**src/rtl/axi_write_slave_bridge.sv**
```systemverilog
// axi_write_slave_bridge: AXI4 write responder streaming W beats to a local write port
// Ports: s_axi_aw* accepts one burst at a time, s_axi_w* is forwarded beat by beat
// to write_valid/addr/data/strb (handshake with write_ready), s_axi_b* returns one response.
// Optional macro AXI_WR_PROTOCOL_CHECK_EN: sticky per-burst SLVERR on wlast misuse or oversize awsize.
module axi_write_slave_bridge #(
  parameter int IDW = 12,
  parameter int AW  = 32,
  parameter int DW  = 64
) (
  input  logic              clk,
  input  logic              resetn,
  input  logic [IDW-1:0]    s_axi_awid,
  input  logic [AW-1:0]     s_axi_awaddr,
  input  logic [7:0]        s_axi_awlen,
  input  logic [2:0]        s_axi_awsize,
  input  logic [1:0]        s_axi_awburst,
  input  logic              s_axi_awvalid,
  output logic              s_axi_awready,
  input  logic [DW-1:0]     s_axi_wdata,
  input  logic [DW/8-1:0]   s_axi_wstrb,
  input  logic              s_axi_wlast,
  input  logic              s_axi_wvalid,
  output logic              s_axi_wready,
  output logic [IDW-1:0]    s_axi_bid,
  output logic [1:0]        s_axi_bresp,
  output logic              s_axi_bvalid,
  input  logic              s_axi_bready,
  output logic              write_valid,
  output logic [AW-1:0]     write_addr,
  output logic [DW-1:0]     write_data,
  output logic [DW/8-1:0]   write_strb,
  input  logic              write_ready
);
  localparam logic [2:0] LB = 3'($clog2(DW/8));
  typedef enum logic [1:0] {IDLE, DATA, RESP} state_t;
  state_t state;
  logic [AW-1:0] addr, step, mask, next_addr;
  logic [7:0] len, cnt;
  logic [2:0] sz;
  logic [1:0] burst;
  logic err, beat, last, wrap, beat_err, size_err;
  assign s_axi_wready = state == DATA && write_ready;
  assign write_valid = state == DATA && s_axi_wvalid;
  assign write_addr = addr;
  assign write_data = s_axi_wdata;
  assign write_strb = s_axi_wstrb;
  assign beat = write_valid && write_ready;
  assign last = cnt == len;
  assign step = AW'(1) << sz;
  // only power-of-two lengths 2..16 wrap; anything else steps like INCR
  assign wrap = burst == 2'b10 && (len == 8'd1 || len == 8'd3 || len == 8'd7 || len == 8'd15);
  assign mask = ((AW'(len) + AW'(1)) << sz) - AW'(1);
  assign next_addr = burst == 2'b00 ? addr
                   : wrap ? (addr & ~mask) | ((addr + step) & mask)
                   : addr + step;
`ifdef AXI_WR_PROTOCOL_CHECK_EN
  assign beat_err = s_axi_wlast != last;
  assign size_err = s_axi_awsize > LB;
`else
  assign beat_err = s_axi_wlast & 1'b0;
  assign size_err = 1'b0;
`endif
  always_ff @(posedge clk or negedge resetn) begin
    if (!resetn) begin
      state <= IDLE;
      s_axi_awready <= 1'b0;
      s_axi_bvalid <= 1'b0;
      s_axi_bresp <= 2'b00;
      s_axi_bid <= '0;
      addr <= '0;
      len <= '0;
      cnt <= '0;
      sz <= '0;
      burst <= '0;
      err <= 1'b0;
    end else begin
      case (state)
        IDLE: begin
          if (s_axi_awvalid && s_axi_awready) begin
            s_axi_bid <= s_axi_awid;
            addr <= s_axi_awaddr;
            len <= s_axi_awlen;
            sz <= s_axi_awsize > LB ? LB : s_axi_awsize;
            burst <= s_axi_awburst;
            cnt <= '0;
            err <= size_err;
            s_axi_awready <= 1'b0;
            state <= DATA;
          end else s_axi_awready <= 1'b1;
        end
        DATA: begin
          if (beat) begin
            cnt <= cnt + 8'd1;
            addr <= next_addr;
            err <= err | beat_err;
            if (last) begin
              state <= RESP;
              s_axi_bvalid <= 1'b1;
              s_axi_bresp <= (err | beat_err) ? 2'b10 : 2'b00;
            end
          end
        end
        RESP: begin
          if (s_axi_bready) begin
            s_axi_bvalid <= 1'b0;
            s_axi_awready <= 1'b1;
            state <= IDLE;
          end
        end
        default: state <= IDLE;
      endcase
    end
  end
endmodule

```
**config.mk**
```make
export PLATFORM = sky130hd
export DESIGN_NAME = axi_write_slave_bridge
export DESIGN_NICKNAME = d
export VERILOG_FILES = /design/src/rtl/axi_write_slave_bridge.sv
export SDC_FILE = /design/constraint.sdc
export NUM_CORES = 1
export LEC_CHECK = 0
export BUFFER_PORTS_ARGS = -buffer_cell sky130_fd_sc_hd__buf_2
export CAP_MARGIN = 20
export CORE_ASPECT_RATIO = 0.75
export CORE_MARGIN = 5
export CORE_UTILIZATION = 49
export DETAILED_ROUTE_END_ITERATION = 8
export PLACE_DENSITY = 0.9
export SLEW_MARGIN = 25
export SYNTH_ARGS = -nofsm -noshare
export SYNTH_HDL_FRONTEND = slang
export SYNTH_SLANG_ARGS = --single-unit
```
**constraint.sdc**
```tcl
create_clock -name clk -period 4.3 [get_ports clk]
set_input_delay 0.215 -clock clk [delete_from_list [all_inputs] [get_ports clk]]
set_output_delay 0.215 -clock clk [all_outputs]
set_load 0.02 [all_outputs]
```
# Word level (Yosys, flattened, before mapping)
# Cells that the tools add are included.
[totals]
in_bits = 136
wordCells = 73
out_inout_bits = 122
reg_bits = 69
[op_classes]
add_sub_neg = 4
bitwise = 4
mux = 21
magnitude_cmp = 1
shifts = 2
n_eq_ne = 13
reduce_logical = 19
[op_table]
columns = ["operator", "n"]
rows = [
  ["two-way mux 32 bit", 4],
  ["bitwise AND 32 bit", 2],
  ["case mux 32 bit (2 select lines)", 1],
  ["adder 32 bit", 1],
  ["inverter 32 bit", 1],
  ["OR 32 bit", 1],
  ["<< shifter 1 x 3 -> 32 bit, first input constant", 1],
  ["<< shifter 9 x 3 -> 32 bit", 1],
  ["subtractor 32 x 1 -> 32 bit, second input constant", 1],
  ["two-way mux 8 bit", 2],
  ["case mux 8 bit (2 select lines)", 1],
  ["AND reduction 4 bit", 3],
  ["!= test 2 bit, second input constant", 5],
  ["adder 8 x 1 -> 9 bit, second input constant", 1],
  ["adder 8 x 1 -> 8 bit, second input constant", 1],
  ["equality test 8 x 1 -> 1 bit, second input constant", 1],
  ["equality test 8 x 2 -> 1 bit, second input constant", 1],
  ["equality test 8 x 3 -> 1 bit, second input constant", 1],
  ["equality test 8 x 4 -> 1 bit, second input constant", 1],
  ["equality test 8 bit", 1],
  ["two-way mux 2 bit", 4],
  ["case mux 2 bit (3 select lines)", 1],
  ["nonzero test 2 bit", 3],
  ["logical AND 1 bit", 5],
  ["10 further kinds", 20],
]

# Depth between registers and ports, before layout
# Gate-level depths: netlist of the first run.
[logic_depth]
depth_word = 10
depth_mapped = 18
ltp_nobuf = 16

# Worst setup path before layout of the first run
# No wires, ideal clock.
[synth_path]
kind = "register to register"
start = "reg sz[2]"
end = "reg (tool-made name)"
setup_ps = 75
setup_slack_ps = 555
arrival_time_ps = 3670
period_less_slack_ps = 3745
n_path_buf = 6
path_stages_with_launch = 16
required_time_ps = 4225
cell_sequence = "dfrtp_1 -> clkbuf_1 -> clkbuf_1 -> clkbuf_1 -> clkbuf_1 -> clkbuf_1 -> nor2_1 -> ha_1 -> nor2b_1 -> o21ai_0 -> a21boi_0 -> o221ai_1 -> or2_2 -> clkbuf_1 -> o31a_1 -> o2bb2ai_2"
[synth_lines]
columns = ["element", "line", "rtl"]
rows = [
  ["from (decl)", "39", "logic [2:0] sz;"],
  ["from (signal assigned)", "83", "sz <= s_axi_awsize > LB ? LB : s_axi_awsize;"],
]

==> results of run 1 <==
cells by family (layout without fill, tap and decap cells):
| kind of cell | after synthesis | in the layout |
|---|---|---|
| buffers and inverters | 136 | 169 |
| multiplexers | 23 | 23 |
| other | 1 | 2 |
| AO/OA/AOI/OAI | 211 | 211 |
| AND/OR/NAND/NOR | 225 | 225 |
| XOR/XNOR | 29 | 29 |
| flip-flops | 69 | 69 |
| adder cells (fa/ha/maj) | 14 | 14 |
path summary, 6_finish.rpt:
check	startpoint	to	slack (ps)	cells past startpoint
max	len[0]$_DFFE_PN0P_	flop	370	15
min in group clk	s_axi_awburst[0]	burst[0]$_DFFE_PN0P_	90	3
max reg2reg	len[0]$_DFFE_PN0P_	flop	370	15
min reg2reg	s_axi_bid[8]$_DFFE_PN0P_	s_axi_bid[8]$_DFFE_PN0P_	500	1
min	resetn	async pin	-0.5	1
max in group asynchronous	resetn	state[1]$_DFFE_PN0P_	3740	1
cell type report:
cell class                      count  area [um2]  share of cell area
Timing Repair Buffer              132         718               0.115
Inverter                           21        78.8              0.0127
Clock buffer                       10         229              0.0368
Sequential cell                    69        1730               0.277
Tap cell                          162         203              0.0326
Clock inverter                      6        46.3             0.00744
Multi-Input combinational cell    504        3220               0.518
cell usage in the layout, fill, tap and decap left out, drive strengths merged, types with 4 or more instances in the layout:
| cell | n |
|---|---|
| xnor2 | 20 |
| a21o | 6 |
| and3 | 11 |
| nor2 | 57 |
| or3 | 9 |
| nor3 | 8 |
| and2 | 9 |
| a21oi | 54 |
| o21ai | 44 |
| a31oi | 7 |
| clkbuf | 10 |
| nand4 | 11 |
| buf | 132 |
| ha | 13 |
| nand2 | 72 |
| a22o | 5 |
| dfrtp | 69 |
| o21a | 8 |
| o31ai | 9 |
| xor2 | 9 |
| a2bb2oi | 4 |
| nand3 | 24 |
| inv | 22 |
| a211oi | 14 |
| o22ai | 12 |
| a22oi | 5 |
| o2bb2ai | 4 |
| mux2 | 20 |
| nand2b | 7 |
| a31o | 5 |
| nor2b | 6 |
what timing repair did:
action | in CTS | in global routing
endpoints found under the hold margin | 0 | 0
endpoints found under the setup margin | 0 | 1
resized for setup | 0 | 5
hold buffers | 0 | 0
layer usage:
metal	wire length, um	vias up
met5	0	-
met4	199	0
met3	1600	28
met2	6510	285
met1	7070	2510
li1	-	2534
worst reg2reg max path, stage by stage, from the launching register on:
cell and delay (ps):
dfrtp_1 440, buf_4 210, and4_2 320, a21oi_2 230, o41ai_1 120, o31ai_2 410, and3_1 270, nand2_1 110
or3_1 440, nor4b_1 340, ha_1 200, nor2_1 40, or3_1 410, a21oi_1 170, nor2_1 50, a21oi_1 100
where the power goes:
part / switching (mW) / total [mW] / internal [mW]
Sequential: 0.376 / 1.32 / 0.940
Clock: 0.300 / 0.694 / 0.394
Combinational: 1.70 / 2.83 / 1.14
Total: 2.37 / 4.84 / 2.47
through the flow:
stage | util | instances | hold slack [ps] | worst slack [ps]
floorplan | - | 709 | -80.6 | 555
global placement | 0.514 | 888 | 396 | 334
detailed placement | 0.514 | 888 | 398 | 277
CTS | 0.538 | 904 | 37.5 | 249
global route | 0.540 | 904 | 80.2 | 11.2
finish | 0.540 | 904 | -0.513 | 368
==> flow_summary.json, run 1 <==
{
  "status": "finished, violations left",
  "failed_checks": "hold timing",
  "wl_um": 15400,
  "synth_top_area_frac": 0.301,
  "ctsRootBufferMaster": "clkbuf_16",
  "required_ps": 4560,
  "cts-buffers-inserted": 9,
  "synth_area_mm2": 0.00573,
  "fillers": 1062,
  "synth.most_common_cell": "buf_4",
  "yosysTopAreaCell": "dfrtp_1",
  "drive_gt1_frac": 0.255,
  "cp_slowest_cell": "dfrtp_1",
  "drv_slew": 0,
  "grt_setup_unrepaired": "no",
  "yosys-top-cells-area": "dfrtp_1 30%, buf_4 9.8%, nand2_1 4.7%, a21oi_1 4.6%, mux2_2 3.9%",
  "overflow": 0,
  "syn_inst": 708,
  "hold_ws_ps": -0.513,
  "arrival_ps": 4190,
  "crit_path_end_kind": "flop",
  "clk-insertion-delay-late_ps": 340,
  "setup_viol": 0,
  "h-tree-depth": 3,
  "cap_violations": 0,
  "layout.nets": 887,
  "syn_area_per_cell_um2": 8.09,
  "synth-xor-area-share": 0.0443,
  "hold_path.class": "in -> async",
  "viasPerCell": 5.93,
  "die_h_um": 104,
  "grt_pass1_wl_um": 25800,
  "synth_edf_count": 0,
  "cpPeakStageDelay_ps": 440,
  "hold_violations": 1,
  "gp_congestion": 0.949,
  "critical_path_class": "reg -> reg",
  "p_per_area_mw_per_mm2": 778,
  "synth_fa_ha_area_frac": 0.0319,
  "antennaDiodeCount": 0,
  "synth_top_family_by_area": "compound AO/OA/AOI/OAI gates",
  "io_pins": 258,
  "cts.clk_slew.worst_paths_ps": 60,
  "p_total_mw": 4.84,
  "routedWlPerCell_um": 17.0,
  "cts.sinks": 69,
  "critPathMaxFanout": 11,
  "synth-main-ff-cell": "dfrtp_1",
  "path_cells": "buf_4 > and4_2 > a21oi_2 > o41ai_1 > o31ai_2 > and3_1 > nand2_1 > or3_1 > nor4b_1 > ha_1 > nor2_1 > or3_1 > a21oi_1 > nor2_1 > a21oi_1",
  "worst_pin_slew_ps": 871,
  "ys_ff_latch": 69,
  "first_pass_iters": 5,
  "grt-busiest-layer": "met2",
  "cp_num_buf_inv": 1,
  "die_w_um": 135,
  "initial_core_util": 0.497,
  "met1_usage": 0.317,
  "vias": 5357,
  "grt_use_met2": 0.317,
  "post-dp-hpwl_um": 11500,
  "fin_worst_skew_ps": 8.51,
  "grt_max_degree": 70,
  "grt_use_total": 0.222,
  "critPathTopFamily": "simple AND/OR/NAND/NOR gates",
  "cts_setup_buffers": 0,
  "antenna_found_initial": 0,
  "detail-route-antenna-nets": 0,
  "max_freq_mhz": 254,
  "synth_mux_area_frac": 0.0445,
  "rows": 34,
  "io_buffers": 110,
  "synthSimpleGateAreaFrac": 0.186,
  "synthDistinctLibCells": 73,
  "cts_tree": "done",
  "clockBufferDepth": 2,
  "period_minus_slack_ps": 3930,
  "core-area_mm2": 0.0115,
  "leakagePower_nw": 2.73,
  "design_area_mm2": 0.00622,
  "area_growth_pct": 8.62,
  "post-route-period-util": 0.914,
  "place_area_mm2": 0.00593,
  "grt_pass1_vias": 5241,
  "ir_worst_vdd_uv": 339,
  "die_area_mm2": 0.0140,
  "fin_setup_tns_ps": 0,
  "synth_common_cells": "75 x buf_4, 72 x nand2_1, 69 x dfrtp_1",
  "drt_iter0_drc": 549,
  "synth-compound-area-share": 0.248,
  "start_kind": "flop",
  "ys_async_sr_fraction": 1.00,
  "global_route.usage.met3": 0.0770,
  "ys_warn_count": 0,
  "maxSlewHeadroom": 0.419,
  "drc": 0,
  "seq_area_frac_synth": 0.301
}
Power figures use the tool's default switching activity.
==> inputs of run 2 (changes only) <==
--- a/config.mk
+++ b/config.mk
@@ -11,7 +11,7 @@
 export CORE_MARGIN = 5
 export CORE_UTILIZATION = 49
 export DETAILED_ROUTE_END_ITERATION = 8
-export PLACE_DENSITY = 0.9
+export PLACE_DENSITY = 0.85
 export SLEW_MARGIN = 25
 export SYNTH_ARGS = -nofsm -noshare
 export SYNTH_HDL_FRONTEND = slang
==> flow_summary.json, run 2 (same netlist as run 1, synthesis figures left out) <==
{
  "pwr-share-seq": 0.261,
  "vias": 5360,
  "grt_max_degree": 70,
  "grt_pass1_vias": 5006,
  "die_h_um": 104,
  "gp_congestion": 0.931,
  "wl_um": 15300,
  "antenna_found_initial": 0,
  "hold_path.class": "in -> async",
  "dr_wl_met3_um": 1700,
  "critical_path_class": "reg -> reg",
  "switchingPower_mw": 2.38,
  "p_per_area_mw_per_mm2": 794,
  "required_ps": 4570,
  "wl_met2_um": 6410,
  "detail-route-antenna-nets": 0,
  "period_minus_slack_ps": 3960,
  "routed.top_layer": "met4",
  "routedWlPerCell_um": 17.0,
  "p_sw_frac": 0.480,
  "grt_pass1_wl_um": 25500,
  "cts_setup_buffers": 0,
  "clockBufferDepth": 2,
  "ir_worst_vdd_uv": 328,
  "clk-insertion-delay-late_ps": 340,
  "initial_core_util": 0.497,
  "start_kind": "flop",
  "max_freq_mhz": 252,
  "ctsRootBufferMaster": "clkbuf_16",
  "drt_iter0_drc": 535,
  "drive_gt1_frac": 0.252,
  "antennaDiodeCount": 0,
  "cts.clk_slew.worst_paths_ps": 60,
  "p_clk_frac": 0.169,
  "wl_met1_um": 6980,
  "drc": 0,
  "fin_worst_skew_ps": 6.14,
  "die_w_um": 135,
  "setup_viol": 0,
  "grt_use_total": 0.219,
  "fin_setup_tns_ps": 0,
  "drv_slew": 0,
  "overflow": 0,
  "status": "finished clean",
  "hold_violations": 0,
  "cts.sinks": 69,
  "final_common_cell": "buf_2",
  "layout.nets": 884,
  "power.internal_mw": 2.58,
  "grt_setup_unrepaired": "no",
  "area_growth_pct": 9.02,
  "first_pass_iters": 5,
  "core-area_mm2": 0.0115,
  "arrival_ps": 4230,
  "rr_worst_depth": 14,
  "rows": 34,
  "io_pins": 258,
  "comb_power_share": 0.570,
  "h-tree-depth": 3,
  "maxSlewHeadroom": 0.404,
  "cts-buffers-inserted": 9,
  "viasPerCell": 5.95,
  "place_area_mm2": 0.00591,
  "cts_tree": "done",
  "critPathMaxFanout": 8,
  "post-route-period-util": 0.922,
  "io_buffers": 110,
  "die_area_mm2": 0.0140,
  "cap_violations": 0,
  "utilization": 0.542,
  "crit_path_end_kind": "flop",
  "leakagePower_nw": 2.74,
  "final_cell_mix": "109 x buf_2, 72 x nand2_1, 68 x dfrtp_1, 56 x nor2_1, 53 x a21oi_1",
  "post-dp-hpwl_um": 11300,
  "design_area_mm2": 0.00625,
  "worst_pin_slew_ps": 894
}
[run 2: area by class of cell]
cell class / instances / area (um2)
Inverter: 21 / 78.8
Clock buffer: 9 / 225
Tap cell: 162 / 203
Fill cell: 1077 / 5280
Multi-Input combinational cell: 504 / 3210
Sequential cell: 69 / 1730
Timing Repair Buffer: 129 / 696
Clock inverter: 7 / 106
[run 2: through the flow]
stage	hold WS [ps]	power (mW)	instances	worst slack, ps
2_1_floorplan	-80.6	3.39	709	555
3_3_place_gp	396	3.99	885	374
3_5_place_dp	403	4.05	885	266
4_1_cts	45.4	4.92	901	220
5_1_grt	90.1	5.34	901	9.87
6_report	7.94	4.96	901	337
[run 2: worst paths after layout]
check	startpoint	to	slack, ps
worst max-delay path	len[1]$_DFFE_PN0P_	flop	340
worst min-delay path	resetn	async pin	8
worst max register to register	len[1]$_DFFE_PN0P_	flop	340
worst min register to register	s_axi_bid[10]$_DFFE_PN0P_	s_axi_bid[10]$_DFFE_PN0P_	500
max in group asynchronous	resetn	len[2]$_DFFE_PN0P_	3670
min in group clk	s_axi_awburst[0]	burst[0]$_DFFE_PN0P_	80
[run 2: routing by layer]
layer,vias up,global-route usage
met3,33,0.0717
met4,0,0.0581
met5,-,0
met2,290,0.312
met1,2510,0.318
li1,2527,-
[run 2: worst max-delay path, stage by stage (launching register included)]
cell,delay [ps]
dfrtp_1,470
ha_2,330
xor2_1,220
o211a_1,280
o31ai_2,430
and3_1,270
nand2_1,110
or3_1,450
nor4b_1,360
ha_1,210
nor2_1,40
or3_1,400
a21oi_1,160
nor2_1,50
a21oi_1,110
[run 2: timing repair]
action                     4_1_cts  5_1_grt
setup endpoints to repair        0        1
resized for setup                0        3
hold buffers                     0        0
[run 2: power by group through the flow]
stage	Clock (mW)	Sequential [mW]	Combinational, mW
2_1_floorplan	0	1.43	1.96
3_3_place_gp	0	1.28	2.71
3_5_place_dp	0	1.29	2.76
4_1_cts	0.845	1.29	2.79
5_1_grt	0.877	1.35	3.12
6_report	0.837	1.29	2.83
==> inputs of run 3 (changes only) <==
--- a/config.mk
+++ b/config.mk
@@ -7,11 +7,13 @@
 export LEC_CHECK = 0
 export BUFFER_PORTS_ARGS = -buffer_cell sky130_fd_sc_hd__buf_2
 export CAP_MARGIN = 20
+export CELL_PAD_IN_SITES_DETAIL_PLACEMENT = 1
+export CELL_PAD_IN_SITES_GLOBAL_PLACEMENT = 1
 export CORE_ASPECT_RATIO = 0.75
 export CORE_MARGIN = 5
-export CORE_UTILIZATION = 49
+export CORE_UTILIZATION = 34
 export DETAILED_ROUTE_END_ITERATION = 8
-export PLACE_DENSITY = 0.85
+export PLACE_DENSITY = 0.84
 export SLEW_MARGIN = 25
 export SYNTH_ARGS = -nofsm -noshare
 export SYNTH_HDL_FRONTEND = slang
==> flow_summary.json, run 3 (same netlist as run 1, synthesis figures left out) <==
{
  "status": "finished clean",
  "layout.nets": 885,
  "first_pass_iters": 4,
  "grt_use_total": 0.178,
  "period_minus_slack_ps": 3980,
  "initial_core_util": 0.344,
  "cts_tree": "done",
  "antenna_found_initial": 0,
  "drt_iter0_drc": 264,
  "hold_path.class": "in -> reg",
  "die_w_um": 160,
  "h-tree-depth": 3,
  "clockBufferDepth": 2,
  "grt_pass1_wl_um": 28300,
  "core-area_mm2": 0.0167,
  "gp_congestion": 0.868,
  "area_growth_pct": 10.0,
  "vias": 5306,
  "drv_slew": 0,
  "die_h_um": 122,
  "required_ps": 4580,
  "worst_pin_slew_ps": 702,
  "hold_ws_ps": 93.7,
  "grt_setup_unrepaired": "no",
  "start_kind": "flop",
  "cap_violations": 0,
  "maxSlewHeadroom": 0.530,
  "place_area_mm2": 0.00598,
  "final_common_cell": "buf_2",
  "multi_input_area_mm2": 0.00321,
  "clk-insertion-delay-late_ps": 350,
  "reg2reg_from": "len[1]$_DFFE_PN0P_",
  "max_freq_mhz": 251,
  "overflow": 0,
  "rows": 41,
  "cts.sinks": 69,
  "critical_path_class": "reg -> reg",
  "hold_violations": 0,
  "ir_worst_vdd_uv": 323,
  "die_area_mm2": 0.0196,
  "setup.worst_path.start": "len[1]$_DFFE_PN0P_",
  "crit_path_end_kind": "flop",
  "regArea_mm2": 0.00173,
  "p_per_area_mw_per_mm2": 791,
  "design_area_mm2": 0.00630,
  "ctsRootBufferMaster": "clkbuf_16",
  "viasPerCell": 5.56,
  "cts-buffers-inserted": 9,
  "antennaDiodeCount": 0,
  "critPathMaxFanout": 8,
  "wl_um": 17600,
  "grt_pass1_vias": 5400,
  "drive_gt1_frac": 0.251,
  "drc": 0,
  "fin_setup_tns_ps": 0,
  "post-route-period-util": 0.925,
  "setup_viol": 0,
  "fin_worst_skew_ps": 7.30,
  "grt_max_degree": 70,
  "leakagePower_nw": 2.73,
  "routedWlPerCell_um": 18.5,
  "final_cell_mix": "109 x buf_2, 72 x nand2_1, 68 x dfrtp_1, 56 x nor2_1, 52 x a21oi_1",
  "post-dp-hpwl_um": 13200,
  "fillers": 2042,
  "cts_setup_buffers": 0,
  "arrival_ps": 4260,
  "min_from": "s_axi_awburst[0]",
  "detail-route-antenna-nets": 0,
  "io_buffers": 110,
  "cts.clk_slew.worst_paths_ps": 60,
  "io_pins": 258
}
==> run 3: metal layers <==
metal / up-vias / wire, um / track usage
li1: 2522 / - / -
met3: 15 / 1090 / 0.0520
met4: 0 / 148 / 0.0425
met1: 2620 / 8640 / 0.245
met2: 149 / 7750 / 0.277
met5: - / 0 / 0
==> run 3: where the power goes <==
group	switching [mW]	total [mW]	internal, mW
Combinational	1.76	2.89	1.13
Sequential	0.373	1.31	0.941
Clock	0.314	0.787	0.473
==> run 3: stage by stage <==
step	setup WS [ps]	power [mW]	std cells	util
floorplan	555	3.39	709	-
global placement	332	4.08	938	0.358
detailed placement	227	4.17	938	0.358
CTS	207	5.00	954	0.377
global route	37.9	5.36	955	0.378
finish	322	4.99	955	0.378
==> run 3: timing repair <==
| action | CTS | global route |
|---|---|---|
| resized for setup | 0 | 3 |
| endpoints found under the setup margin | 0 | 1 |
| hold buffers | 0 | 1 |
| endpoints found under the hold margin | 0 | 69 |
==> run 3: final timing paths <==
path / slack (ps) / depth (start not counted) / endpoint
worst max-delay path: 320 / 15 / flop
worst min-delay path: 90 / 3 / burst[0]$_DFFE_PN0P_
worst max register to register: 320 / 15 / flop
worst min register to register: 500 / 1 / s_axi_bid[0]$_DFFE_PN0P_
max in group asynchronous: 3350 / 2 / len[2]$_DFFE_PN0P_
min in group asynchronous: 460 / 2 / async pin
==> run 3: critical path, stage by stage, from the launching register on <==
cell and delay (ps):
dfrtp_1 470, ha_2 330, and3_2 290, mux2i_1 260
nor3_1 80, a211oi_1 370, and3_1 280, nand2_1 130
or3_1 450, nor4b_1 330, ha_1 190, nor2_1 40
or3_1 390, a21oi_1 160, nor2_1 50, a21oi_1 100
==> run 3: final cells by class <==
type,count,area share
multi-input combinational,504,0.509
sequential,69,0.274
timing repair buffer,130,0.113
tap,215,0.0427
clock buffer,11,0.0385
inverter,21,0.0125
clock inverter,5,0.0103
